===== src/rtl/adder_pkg.sv =====
// Shared constants and the stage register record for pipelined_adder.
// The record is sized to MAX_WIDTH; the top uses the low WIDTH bits of each field.
package adder_pkg;

   localparam int unsigned MAX_WIDTH = 128;

   localparam logic OP_ADD = 1'b0;
   localparam logic OP_SUB = 1'b1;

   function automatic int unsigned slice_width(input int unsigned width, input int unsigned stages);
      return width / stages;
   endfunction

   // One pipeline stage: valid bit, ripple carry, completed low sum slices,
   // and the operand slices still waiting to be added.
   typedef struct packed {
      logic                 valid;
      logic                 carry;
      logic [MAX_WIDTH-1:0] sum;
      logic [MAX_WIDTH-1:0] a;
      logic [MAX_WIDTH-1:0] bb;
   } stage_rec_t;

endpackage


===== src/rtl/add_slice.sv =====
// Combinational SW-bit adder slice with carry-out and carry-into-MSB.
module add_slice #(
   parameter int unsigned SW = 8
) (
   input  logic [SW-1:0] a_slice,
   input  logic [SW-1:0] b_slice,
   input  logic          cin,
   output logic [SW-1:0] sum_slice,
   output logic          cout,
   output logic          cmsb
);

   localparam int unsigned XW = SW + 1;

   logic [XW-1:0] full;

   assign full      = XW'(a_slice) + XW'(b_slice) + XW'(cin);
   assign sum_slice = full[SW-1:0];
   assign cout      = full[SW];
   // Carry into the MSB recovered from the MSB sum bit and its operands.
   assign cmsb      = a_slice[SW-1] ^ b_slice[SW-1] ^ full[SW-1];

endmodule


===== src/rtl/pipelined_adder.sv =====
// STAGES-deep carry-ripple pipelined adder/subtractor with valid/ready backpressure.
// Optional signed overflow output enabled by defining PIPELINED_ADDER_OVF_EN.
module pipelined_adder
   import adder_pkg::*;
#(
   parameter int unsigned WIDTH  = 32,
   parameter int unsigned STAGES = 4
) (
   input  logic             clk,
   input  logic             reset,
   input  logic             in_valid,
   output logic             in_ready,
   input  logic [WIDTH-1:0] a,
   input  logic [WIDTH-1:0] b,
   input  logic             ci,
   input  logic             sub,
   output logic             out_valid,
   input  logic             out_ready,
   output logic [WIDTH-1:0] s,
`ifdef PIPELINED_ADDER_OVF_EN
   output logic             co,
   output logic             ovf
`else
   output logic             co
`endif
);

   localparam int unsigned SW = slice_width(WIDTH, STAGES);

   stage_rec_t        stage_q [STAGES];
   stage_rec_t        stage_d [STAGES];
   logic [STAGES-1:0] cmsb_w;
   logic [WIDTH-1:0]  bb_in;
   logic              cin_in;
   logic              adv_c;

   // Whole pipeline advances together; only a stalled full output blocks it.
   assign adv_c    = !out_valid || out_ready;
   assign in_ready = adv_c;

   assign bb_in  = (sub == OP_SUB) ? ~b : b;
   assign cin_in = (sub == OP_SUB) ? 1'b1 : ci;

   for (genvar k = 0; k < STAGES; k++) begin : g_stage
      stage_rec_t    prev;
      stage_rec_t    cur;
      logic [SW-1:0] sum_sl;
      logic          cout_sl;

      if (k == 0) begin : g_first
         always_comb begin
            prev       = '0;
            prev.valid = in_valid;
            prev.carry = cin_in;
            prev.a     = MAX_WIDTH'(a);
            prev.bb    = MAX_WIDTH'(bb_in);
         end
      end else begin : g_next
         assign prev = stage_q[k-1];
      end

      add_slice #(.SW(SW)) u_slice (
         .a_slice  (prev.a[k*SW +: SW]),
         .b_slice  (prev.bb[k*SW +: SW]),
         .cin      (prev.carry),
         .sum_slice(sum_sl),
         .cout     (cout_sl),
         .cmsb     (cmsb_w[k])
      );

      always_comb begin
         cur                  = prev;
         cur.carry            = cout_sl;
         cur.sum[k*SW +: SW]  = sum_sl;
      end

      assign stage_d[k] = cur;
   end

   always_ff @(posedge clk) begin
      if (reset) begin
         for (int i = 0; i < int'(STAGES); i++) stage_q[i] <= '0;
      end else if (adv_c) begin
         for (int i = 0; i < int'(STAGES); i++) stage_q[i] <= stage_d[i];
      end
   end

   assign out_valid = stage_q[STAGES-1].valid;
   assign s         = stage_q[STAGES-1].sum[WIDTH-1:0];
   assign co        = stage_q[STAGES-1].carry;

`ifdef PIPELINED_ADDER_OVF_EN
   logic ovf_q;

   // Overflow taken from the final slice, which holds the word MSB.
   always_ff @(posedge clk) begin
      if (reset) begin
         ovf_q <= 1'b0;
      end else if (adv_c) begin
         ovf_q <= cmsb_w[STAGES-1] ^ stage_d[STAGES-1].carry;
      end
   end

   assign ovf = ovf_q;
`endif

   logic unused_bits;
   assign unused_bits = ^{cmsb_w, stage_q[STAGES-1].a, stage_q[STAGES-1].bb,
                          stage_q[STAGES-1].sum};

endmodule


===== config.mk =====
export PLATFORM = sky130hd
export DESIGN_NAME = pipelined_adder
export DESIGN_NICKNAME = d
export VERILOG_FILES = /design/src/rtl/adder_pkg.sv /design/src/rtl/add_slice.sv /design/src/rtl/pipelined_adder.sv
export SDC_FILE = /design/constraint.sdc
export NUM_CORES = 1
export LEC_CHECK = 0
export BUFFER_PORTS_ARGS = -buffer_cell sky130_fd_sc_hd__buf_2
export CORE_MARGIN = 4
export CORE_UTILIZATION = 40
export CTS_CLUSTER_DIAMETER = 120
export CTS_CLUSTER_SIZE = 16
export DETAILED_ROUTE_END_ITERATION = 8
export PLACE_DENSITY = 0.69
export SYNTH_ARGS = -nofsm -noshare
export SYNTH_HDL_FRONTEND = slang
export SYNTH_HIERARCHICAL = 1
export SYNTH_SLANG_ARGS = --single-unit

===== constraint.sdc =====
create_clock -name clk -period 5.66 [get_ports clk]
set_input_delay 0 -clock clk [delete_from_list [all_inputs] [get_ports clk]]
set_output_delay 0 -clock clk [all_outputs]
set_load 0.03 [all_outputs]

======== Yosys cells after proc, flatten, opt, wreduce, memory -nomap -nowiden ========
Memory sizes are Yosys's and may differ from the RTL's.
Index checks and enable logic that the tools add are counted.
Widths: inputs -> output; s select.
storage, ports and cells
  flip-flop bits (word level) ............. 0
  bits in writable memories ............... 1544
  bits of input ports ..................... 70
  output and inout bits ................... 35
  word-level logic and storage cells ...... 27
  memories ................................ 1
memories
  memory   depth  width  rd ports  clocked after Yosys merged registers in  write ports  RTL line               RTL
  stage_q  4      386    4         0                                        4            pipelined_adder.sv:30  stage_rec_t stage_q [STAGES];
cells by class
  add/sub/neg operators ................... 8
  muxes and demuxes ....................... 11
  bitwise operators ....................... 5
  reduce and logical (&&, ||, !) cells .... 2
operators with widths
  kind              number
  $mux 386          4
  $add 8x8->9       4
  $add 9x1->9       4
  $mux 32           1
  $not 32->32       1
  $mux 1            6
  $or 1x1->1        4
  $logic_not 1->1   1
  $logic_or 1x1->1  1

======== Logic depth before layout (Yosys ltp) ========
An unclocked memory read counts as a cell.
  depth after elaboration ................. 7
  depth in mapped cells ................... 9
  gate-level depth less buffers ........... 7

======== By module ========
Netlist, hierarchy kept.
modules (own cells, without submodules)
  module                              times used  cells an instance  area each (sq um)  sequential area each (sq um)
  pipelined_adder                     1           450                8204.1             5525.3
  add_slice (g_stage[0].u_slice ...)  3           43                 345.3              0.0
  add_slice (g_stage[2].u_slice)      1           43                 364.1              0.0

======== Worst setup path after synthesis ========
Ideal clock, no wire load.
  path type ............................... flip-flop to flip-flop
  from .................................... memory stage_q[3][385] (netlist bit)
  to ...................................... memory stage_q[0][10] (netlist bit), enable pin
  library setup time ...................... 0.577 ns
  arrival ................................. 5.142 ns
  required time ........................... 5.083 ns
  slack ................................... -0.060 ns
  stages on the path, launching flop included .. 5
  buffers on the path ..................... 2
  period minus slack after synthesis ...... 5.720 ns
  cell sequence ........................... edfxtp_1 -> nor2b_1 -> buf_6 -> buf_6 -> nand2b_1
RTL lines
  element          RTL line
  start, declared  pipelined_adder.sv:30

==> results.toml <==
[outcome]
status = "finished clean"

[critical_path]
worst_r2r_endpoint = "stage_q[0][259]"
arrival_ns = 2.58
critPathKind = "flop to primary output"
r2r_cells = 4
rrSetupSlack_ns = 3.34
r2r_start = "stage_q[3][385]"
required_ns = 5.66
endpoint_kind = "primary output"
crit_path_start_kind = "flop"
worstPathMaxFanout = 151

[global_route]
antenna_found_initial = 0
grt_max_degree = 152
globalRouteTotalUtil_pct = 12.6
grt_pass1_vias = 5296
grt_pass1_wl_mm = 26.7
grt-ovfl-total = 0

[timing]
finalSetupViolCount = 0
hold_ws_ns = 0.139
finalMaxSlewViolations = 0
setup_ws_ns = 3.08
final.setup.tns_ns = 0
rsz0062_at_grt = "false"
finalHoldViolCount = 0
finalCriticalPeriod_ns = 2.58
finalCritPeriodShare_pct = 45.5
maxSlewHeadroom_pct = 29.5
clock_skew_ns = 0.0122
clock.fmax_mhz = 388
worst_pin_slew_ns = 1.06

[yosys]
syn_area_per_cell_um2 = 15.6
yosysWarnings = 6
syn-cell-area_um2 = 9550
synth_nets = 720
syn-instance-count = 614

[layout]
top_regs = "stage_q: 184 flops"
nFillCells = 2022
antennaDiodeCount = 0
syn_to_final_growth_pct = 18.1
regMostFlops = "stage_q"
drive_above_1_share_pct = 38.6
largest_reg_flops = 184
finalNetCount = 850

[worst_hold_path]
min_path_cells = 3
min_to = "stage_q[0][257]"
hold_class = "input port to flop"
min_from = "a[1]"

[drt]
wl_per_cell_um = 15.1
routed_wl_mm = 16.3
firstDrtPassIters = 4
drc = 0
via_count = 5206
drtAntennaViolNets = 0
drtIter0Drc = 314
vias_per_cell = 4.84

[power]
power_leakage_uw = 0.00453
cellPowerDensity_nw_per_um2 = 290
internal_power_uw = 2520
clkPwrFrac_pct = 37.1
p_sw_share_pct = 23.0
combinationalPowerShare_pct = 12.8
ir_worst_vdd_uv = 166
p_switching_uw = 754
total_power_uw = 3270
seqPwrFrac_pct = 50.1

[floorplanning]
row_count = 56
core_um2 = 23500
ioPinCount = 105
die_area_um2 = 26400
start_util_pct = 40.7
die_y_um = 163
die_w_um = 163

[cts]
clk_pin_slew_worst_paths_ns = 0.07
cts_tree = "done"
cts.sinks = 184
cts.htree.levels = 4
clk_latency_ns = 0.43
ctsHoldBuffers = 48
clk_path_buf_depth = 2
cts_resized = 0
cts_setup_buffers = 0
cts_root_buffer = "clkbuf_16"
numCtsBuffers = 17

[placement]
pre_cts_ws_ns = 2.86
port_buffers = 104
finalWeightedCongestion = 0.715
dp_hpwl_mm = 9.45

[run]
cap_viol_max_count = 0
area by class of cell:
cell class / instances / area (µm²) / area share, %
clock inverters: 14 / 169 / 1.50
inverters: 17 / 63.8 / 0.566
flip-flops and latches: 184 / 5530 / 49.0
well taps: 319 / 399 / 3.54
clock buffers: 17 / 425 / 3.77
repair buffers: 157 / 1080 / 9.54
multi-input cells: 367 / 3620 / 32.1
stage by stage:
stage                     utilization, %  cell area, µm²  instances
after global routing                48.0           11300       1075
final                               48.0           11300       1075
after detailed placement            43.4           10200        995
after global placement              43.4           10200        995
after CTS                           48.0           11300       1074
after floorplan                        -            9550        614
worst max-delay path by stage:
stage,startpoint,end,slack (ns)
2_1_floorplan,stage_q[3][385],stage_q[0][10],2.03
3_3_place_gp,sub,stage_q[0][384],2.89
3_5_place_dp,sub,stage_q[0][384],2.86
4_1_cts,stage_q[3][385],in_ready,3.02
5_1_grt,stage_q[3][385],in_ready,2.86
6_report,stage_q[3][385],in_ready,3.08
power groups by stage:
stage          clock network (µW)  logic, µW  registers, µW
2_1_floorplan                   0        282           1690
3_3_place_gp                    0        385           1670
3_5_place_dp                    0        394           1670
4_1_cts                      1250        422           1640
5_1_grt                      1300        462           1650
6_report                     1210        418           1640
cells in the final DEF, fill, tap and decap left out, types with 6 or more instances in the layout:
master,count
dlygate4sd3_1,49
nor3b_1,40
nand2_1,12
inv_1,13
nand3_1,7
nor3_1,9
buf_2,103
a311o_1,12
clkbuf_16,17
edfxtp_1,184
xnor2_1,32
xor2_1,16
nor3_2,19
fa_1,8
a21oi_2,6
a21oi_1,18
ha_1,28
inv_6,6
nor3b_2,120
metal layers:
layer	global-route usage [%]	routed length, µm
met1	17.4	7480
met2	20.1	7910
met3	3.16	675
met4	3.38	209
met5	0	0
worst max-delay path: stages (launching register included):
cell,delay (ns)
edfxtp_1,0.35
nor2b_4,0.19
buf_4,0.48
buf_12,0.63
inv_1,0.09
buf_2,0.21
No activity file was read; power rests on OpenSTA's default activity.
